[config.mk]
export PLATFORM = sky130hd
export DESIGN_NAME = parallel_to_serial
export DESIGN_NICKNAME = d
export VERILOG_FILES = /design/src/rtl/parallel_to_serial_pkg.sv /design/src/rtl/parallel_to_serial_bit_counter.sv /design/src/rtl/parallel_to_serial.sv
export SDC_FILE = /design/constraint.sdc
export NUM_CORES = 1
export LEC_CHECK = 0
export BUFFER_PORTS_ARGS = -buffer_cell sky130_fd_sc_hd__buf_2
export CAP_MARGIN = 15
export CORE_MARGIN = 2
export CORE_UTILIZATION = 40
export CTS_CLUSTER_DIAMETER = 80
export DETAILED_ROUTE_END_ITERATION = 8
export GPL_ROUTABILITY_DRIVEN = 0
export PLACE_DENSITY = 0.67
export SLEW_MARGIN = 0
export SYNTH_ARGS = -nofsm -noshare
export SYNTH_HDL_FRONTEND = slang
export SYNTH_SLANG_ARGS = --single-unit
[constraint.sdc]
create_clock -name clk -period 1.8 [get_ports clk]
set_input_delay 0.18 -clock clk [delete_from_list [all_inputs] [get_ports clk]]
set_output_delay 0.18 -clock clk [all_outputs]
set_load 0.05 [all_outputs]
[src/rtl/parallel_to_serial_pkg.sv]
// Shared definitions for the serialiser and its deserialiser counterpart:
// FSM state encoding and the bit-counter width helper.
package parallel_to_serial_pkg;

  typedef enum logic {
    IDLE  = 1'b0,
    SHIFT = 1'b1
  } state_e;

  // Counter width for a word of n bits (n >= 2).
  function automatic int cnt_width(input int n);
    return $clog2(n);
  endfunction

endpackage

[src/rtl/parallel_to_serial_bit_counter.sv]
// Mod-N up-counter with synchronous clear and enable; tc flags the count N-1,
// which marks the last bit of a word on the serial line.
module bit_counter #(
  parameter int N = 8,
  parameter int W = 3
) (
  input  logic clk,
  input  logic reset,
  input  logic clear,
  input  logic en,
  output logic tc
);

  localparam logic [W-1:0] LAST = W'(N - 1);

  logic [W-1:0] cnt_q;
  logic [W-1:0] cnt_d;

  // Next count: clear wins over enable, wrap at N-1.
  always_comb begin
    cnt_d = cnt_q;
    if (clear) begin
      cnt_d = {W{1'b0}};
    end else if (en) begin
      if (cnt_q == LAST) begin
        cnt_d = {W{1'b0}};
      end else begin
        cnt_d = cnt_q + W'(1);
      end
    end else begin
      cnt_d = cnt_q;
    end
  end

  // Count register.
  always_ff @(posedge clk) begin
    if (reset) begin
      cnt_q <= {W{1'b0}};
    end else begin
      cnt_q <= cnt_d;
    end
  end

  assign tc = (cnt_q == LAST);

endmodule

[src/rtl/parallel_to_serial.sv]
// Parallel-to-serial transmitter: accepts an N-bit word on load && ready and
// shifts it out one bit per clock, streaming back-to-back words gap-free.
module parallel_to_serial
  import parallel_to_serial_pkg::*;
#(
  parameter int N         = 8,
  parameter int LSB_FIRST = 1
) (
  input  logic         clk,
  input  logic         reset,
  input  logic [N-1:0] data_in,
  input  logic         load,
  output logic         ready,
  output logic         data_out,
  output logic         busy,
  output logic         done_tick
);

  localparam int CW = cnt_width(N);

  state_e       state_q;
  state_e       state_d;
  logic [N-1:0] sreg_q;
  logic [N-1:0] sreg_d;
  logic         cnt_clear;
  logic         cnt_en;
  logic         last_bit;

  bit_counter #(
    .N (N),
    .W (CW)
  ) u_bit_counter (
    .clk   (clk),
    .reset (reset),
    .clear (cnt_clear),
    .en    (cnt_en),
    .tc    (last_bit)
  );

  // Next-state and shift-register update.
  always_comb begin
    state_d   = state_q;
    sreg_d    = sreg_q;
    cnt_clear = 1'b0;
    cnt_en    = 1'b0;
    case (state_q)
      IDLE: begin
        if (load) begin
          sreg_d    = data_in;
          state_d   = SHIFT;
          cnt_clear = 1'b1;
        end else begin
          sreg_d    = {N{1'b0}};
        end
      end
      SHIFT: begin
        if (last_bit) begin
          cnt_clear = 1'b1;
          if (load) begin
            // Next word follows with no idle gap.
            sreg_d = data_in;
          end else begin
            sreg_d  = {N{1'b0}};
            state_d = IDLE;
          end
        end else begin
          cnt_en = 1'b1;
          if (LSB_FIRST != 0) begin
            sreg_d = {1'b0, sreg_q[N-1:1]};
          end else begin
            sreg_d = {sreg_q[N-2:0], 1'b0};
          end
        end
      end
      default: begin
        state_d   = IDLE;
        sreg_d    = {N{1'b0}};
        cnt_clear = 1'b1;
      end
    endcase
  end

  // State and shift registers.
  always_ff @(posedge clk) begin
    if (reset) begin
      state_q <= IDLE;
      sreg_q  <= {N{1'b0}};
    end else begin
      state_q <= state_d;
      sreg_q  <= sreg_d;
    end
  end

  assign busy      = (state_q == SHIFT);
  assign done_tick = busy && last_bit;
  assign ready     = (state_q == IDLE) || done_tick;
  assign data_out  = busy ? ((LSB_FIRST != 0) ? sreg_q[0] : sreg_q[N-1]) : 1'b0;

endmodule
# Word level (Yosys, flattened, before mapping)
# Index checks and enable logic that the tools add are counted.
[word_totals] inputBits=11 out_inout_bits=4 word_cells=21 reg_bits=12
[classes] n_bitwise=1 n_reduce_logical=3 n_eq_ne=1 mux=12 add_sub_neg=1
[op_table] op="$mux W8" n=2
[op_table] op="$pmux W8 S2" n=1
[op_table] op="$mux W1" n=6
[op_table] op="$pmux W1 S2" n=2
[op_table] op="$add A3 B1 Y3 const B" n=1
[op_table] op="$eq A3 B3 Y1 const B" n=1
[op_table] op="$mux W3" n=1
[op_table] op="$reduce_or A2 Y1" n=1
[op_table] op="$logic_and A1 B1 Y1" n=1
[op_table] op="$logic_or A1 B1 Y1" n=1
[op_table] op="$not A1 Y1" n=1

# Depth between registers and ports, before layout
[depth] depth_word=4 depth_mapped=6 ltp_nobuf=5

# By module
# A second synthesis with hierarchy kept.
[hier_totals] cells_unflattened=54 area_unflattened_um2=496.7
[modules_own_cells] mod="parallel_to_serial" n_inst=1 seq_area_each_um2=180.2 area_each_um2=354.1 cells_each=42
[modules_own_cells] mod="bit_counter" n_inst=1 seq_area_each_um2=60.1 area_each_um2=142.6 cells_each=12

# Least setup slack after synthesis
# Ideal clock, no wire load.
[synth_path] kind="register to register" start="register state_q, in the netlist busy" end="register u_bit_counter.cnt_q[0]" setup_time_ns=0.065 slack_ns=0.319 path_stages_with_launch=5 t_required_ns=1.735 arrival_ns=1.416 period_less_slack_ns=1.481 path_buffers=1 path_cell_list="dfxtp_1 buf_6 nand2b_2 o32a_1 nor2_1"
[synth_via] elab_chain_cells=3 word_cells_on_any_way=4 cone_classes="mux (2); bitwise (1); reduce/logical (1)"
[synth_rtl] item="start, declared" line="parallel_to_serial.sv:21" text="state_e state_q;"
[synth_rtl] item="start signal, assigned" line="parallel_to_serial.sv:89" text="state_q <= state_d;"
[synth_rtl] item="$not A1 Y1"
[synth_rtl] item="$pmux W1 S2" line="parallel_to_serial.sv:46" text="case (state_q)"
[synth_rtl] item="$reduce_or A2 Y1 (no source line)"
[synth_rtl] item="end signal, assigned" line="parallel_to_serial_bit_counter.sv:38" text="cnt_q <= {W{1'b0}};"
[synth_rtl] item="end signal, assigned" line="parallel_to_serial_bit_counter.sv:40" text="cnt_q <= cnt_d;"
[synth_rtl] item="end, declared" line="parallel_to_serial_bit_counter.sv:16" text="logic [W-1:0] cnt_q;"
# Parallel ways exist; a longest one is shown, timed or not.
# A chain may end at the register's enable or synchronous reset.

# Worst setup path after layout
[layout_path] start="register u_bit_counter.cnt_q[0]" end="output port ready"
[layout_via] elab_chain_cells=3
[layout_rtl] item="$eq A3 B3 Y1" line="parallel_to_serial_bit_counter.sv:44" text="assign tc = (cnt_q == LAST);"
[layout_rtl] item="$logic_and A1 B1 Y1" line="parallel_to_serial.sv:95" text="assign done_tick = busy && last_bit;"
[layout_rtl] item="$logic_or A1 B1 Y1" line="parallel_to_serial.sv:96" text="assign ready = (state_q == IDLE) || done_tick;"
[layout_rtl] item="end, declared" line="parallel_to_serial.sv:13" text="output logic ready,"
# No other way between the ends.

==> results.md <==
- The worst setup path is of the register to primary output kind.
- The number of synthesis warnings is 0.
- For the final routed database, the setup TNS stands at 0 ns.
- The area of the die is 1610 sq um.
- Counting every net in the synthesized netlist gives 73.
- The all-layer global routing usage is 0.156.
- In the final routed layout, each cell accounts on average for 10.4 microns.
- The most frequent cell on the critical path is sky130_fd_sc_hd__ha_1.
- Together, buffers and inverters on the worst path number 1.
- The detailed-route vias per instance is 4.84.
- The most numerous cell in the Yosys netlist is sky130_fd_sc_hd__dfxtp_1.
- For this design, the sink count on the clock tree is 12.
- The start point of the critical path is u_bit_counter.cnt_q[0].
- In this run the static leakage power is 0.271 nW.
- Synthesis inferred 12 register bits.
- At the worst endpoint, the required time is 1.62 ns.
- Counting flops with an async set or reset pin after synthesis yields a share of 0.
- OpenSTA, run right after detailed placement, puts the worst setup slack at 0.402 ns.
- The remaining antenna violation count after routing is 0.
- The share of synthesized area in the top cell type comes to 0.462.
- In this run the tool buffered the top-level ports with 14 buffer cells.
- The proportion of layout cells with a drive suffix above 1 is 0.274.
- For this configuration, the core starts out at a cell density of 0.450.
- The pin count of the biggest net entering global routing is 13.
- The worst hold path was traced through 3 stages.
- The critical path goes through ha_1, ha_1, nand2b_2, buf_2.
- The run finished with clean final reports.
- In the post-synthesis netlist, the biggest area contributors are sky130_fd_sc_hd__dfxtp_1, sky130_fd_sc_hd__ha_1, sky130_fd_sc_hd__a21oi_1, sky130_fd_sc_hd__nand3_1, sky130_fd_sc_hd__nand2_1.
- Buffers added to address setup during post-CTS repair amount to 0.
- Excluding fillers, the count of instances in the completed layout stands at 87.
- The worst slew slack as a fraction of its limit is 0.760.
- Pin placement for this block handled 15 I/O pins.
- The startpoint identified for the worst register-to-register timing path is u_bit_counter.cnt_q[0].
- The count of endpoints failing hold in the final timing report is 0.
- Setup repair after global routing left no endpoint under its margin.
- The first-pass GRT wire length is 1.63 mm.
- In this run the horizontal extent of the chip is 40.1 microns.
- The worst endpoint data arrival time is 1.40 ns.
- The maximum buffer depth of the clock tree is 2.
- At the pin with the least slew margin, the transition time is 0.360 ns.
- The cell area that synthesis handed to floorplanning was 520 sq um.
- The number of iterations in the first detailed-routing pass is 4.
- The half-perimeter wire length after placement is 664 microns.
- The tightest min-delay check is of the input pin to register type.
- The clock period could shrink to 1.58 ns.
- The final-report max-slew violation count came to 0.
- On the worst path, the slowest cell contributes a delay of 0.33 ns.
- The number of placed instances with taps included is 83.
- The leading area contributor after synthesis is sky130_fd_sc_hd__dfxtp_1.
- The worst setup path is launched from a register.
- The latest clock arrival within the worst-skew pair is 0.27 ns.
- The worst IR drop on VDD is 0.000407 V.
- The area of the core is 1160 sq um.
- The post-cts sizing count is 0.
- In the synthesized netlist, the cells that appear most often are sky130_fd_sc_hd__dfxtp_1, sky130_fd_sc_hd__nand2_1, sky130_fd_sc_hd__a21oi_1, sky130_fd_sc_hd__nand3_1, sky130_fd_sc_hd__nor2_1.
- CTS built an H-tree with a depth of 1.
- The average cell area after synthesis is 8.82 sq um.
- Yosys mapped the design onto 18 distinct sky130hd cell types.
- The depth of the critical timing path with buffers and inverters included is 4.
- Detailed routing inserted a total of 421 vias.
- The floorplan die height is 40.1 microns.
- Buffers inserted during clock tree synthesis total 3.
- Hold repair after CTS inserted 0 buffers.
- The overall overflow remaining after global route is 0.
- The worst-path maximum fanout is 3.
- The register-to-register path setup slack is 0.40 ns.
- The hold-critical path endpoint is sreg_q[7].
- 0 antenna diodes ended up in the layout.
- The final layout contains routed wiring with a total length of 905 microns.
- In this run the core area contains 12 standard-cell rows.
- The worst hold path begins at data_in[7].
- In the routed design, unresolved DRC markers number 0.
- Clock-pin slew was measured on the worst setup and hold paths at 0.07 ns.
- In the final design database the tool counted 88 nets.
- The cell family contributing the most delay on the critical path is adder cells.
- The clock tree from TritonCTS is built.
- The sort of element at the end of the critical path is a primary output.
- Measured in cells, the most critical reg-to-reg path has a length of 5.
- The root cell of the clock tree is sky130_fd_sc_hd__clkbuf_4.
- The area growth from synthesis to layout is 17.8%.
- Max-cap violations in this run came to 0.
- The cell type of the slowest stage on the worst timing path is sky130_fd_sc_hd__dfxtp_1.
- After layout, the worst setup slack is 0.225 ns.
- For this run, the top clock speed supported by timing is 0.635 GHz.
- The register area share after synthesis is 0.462.
- The number of global-route vias before repair is 396.
- The iteration-0 DRC count of the detailed router is 6.
- The ratio of final minimum period to clock period is 0.875.
- The prevailing post-synth register cell is sky130_fd_sc_hd__dfxtp_1.
- For this design the ratio of total power to cell area is 911 nW/um^2.
- The count of flip-flops with a built-in enable after synthesis is 0.
- The number of failing setup endpoints in the final timing report is 0.
- The end of the worst register-to-register path is sreg_q[4].
- The initial antenna violation count came to 0.
- The number of instances in the synthesized netlist is 59.
- For the final database, setup skew stands at 0.00357 ns.
-- power breakdown --
group	leakage (nW)	internal, mW	switching (mW)
registers	0.0983	0.277	0.00792
logic	0.152	0.0231	0.0393
clock network	0.0210	0.123	0.0884
total	0.271	0.423	0.136
-- cell families (layout without fill, tap and decap cells) --
group | count (synthesis) | in the layout | synth area share
AOI/OAI and AO/OA | 10 | 10 | 0.111
adders and majority gates | 3 | 3 | 0.0721
buffers and inverters | 5 | 19 | 0.0673
DFF | 12 | 12 | 0.462
and+or+nand+nor | 29 | 29 | 0.288
-- cell type report --
class / instances / area (sq um)
fillers: 120 / 543
multi-input cells: 42 / 245
clock buffers: 4 / 36.3
well taps: 14 / 17.5
repair buffers: 14 / 70.1
flip-flops and latches: 12 / 240
inverters: 1 / 3.75
-- flip-flops by register name (all words and copies together) (netlist names) --
name,flops
busy,1
sreg_q,8
u_bit_counter.cnt_q,3
-- how the worst max path moves through the flow --
stage | slack (ns) | endpoint
final | 0.22 | ready
after global routing | 0.14 | done_tick
after CTS | 0.21 | ready
after detailed placement | 0.40 | sreg_q[4]
after global placement | 0.44 | sreg_q[4]
after floorplan | 0.32 | u_bit_counter.cnt_q[0]
-- metrics by stage --
stage / utilization / power [mW] / hold slack, ns / instance area (sq um)
4_1_cts: 0.530 / 0.568 / 0.139 / 613
3_3_place_gp: 0.499 / 0.353 / 0.423 / 577
5_1_grt: 0.530 / 0.592 / 0.144 / 613
2_1_floorplan: - / 0.339 / 0.249 / 520
6_report: 0.530 / 0.559 / 0.147 / 613
3_5_place_dp: 0.499 / 0.355 / 0.424 / 577
-- layer usage --
metal  global-route usage  vias to the layer above  share of wire
li1                     -                      228              -
met1                0.199                      182           0.49
met2                0.230                        9           0.45
met3               0.0389                        2          0.056
met4                0.103                        0         0.0044
met5                    0                        -              0
-- worst reg2reg max path, stage by stage, from the launching register on --
cell and delay [ns]:
sky130_fd_sc_hd__dfxtp_1 0.33, sky130_fd_sc_hd__ha_1 0.21, sky130_fd_sc_hd__ha_1 0.21, sky130_fd_sc_hd__and2b_1 0.37
sky130_fd_sc_hd__nand2_1 0.10, sky130_fd_sc_hd__a21oi_1 0.12
-- layout by cell type, fill, tap and decap left out, types with 2 or more instances in the layout --
cell type	Yosys	routed
sky130_fd_sc_hd__buf_2	1	14
sky130_fd_sc_hd__a21oi_1	7	7
sky130_fd_sc_hd__a31oi_1	2	2
sky130_fd_sc_hd__ha_1	3	3
sky130_fd_sc_hd__clkbuf_4	0	3
sky130_fd_sc_hd__nor3b_1	2	2
sky130_fd_sc_hd__nand3_1	7	7
sky130_fd_sc_hd__dfxtp_1	12	12
sky130_fd_sc_hd__nand2b_1	2	2
sky130_fd_sc_hd__and2_1	2	2
sky130_fd_sc_hd__nand2_1	8	8
sky130_fd_sc_hd__nor2_1	5	5
Note: power is estimated with default switching activity, not from simulation.
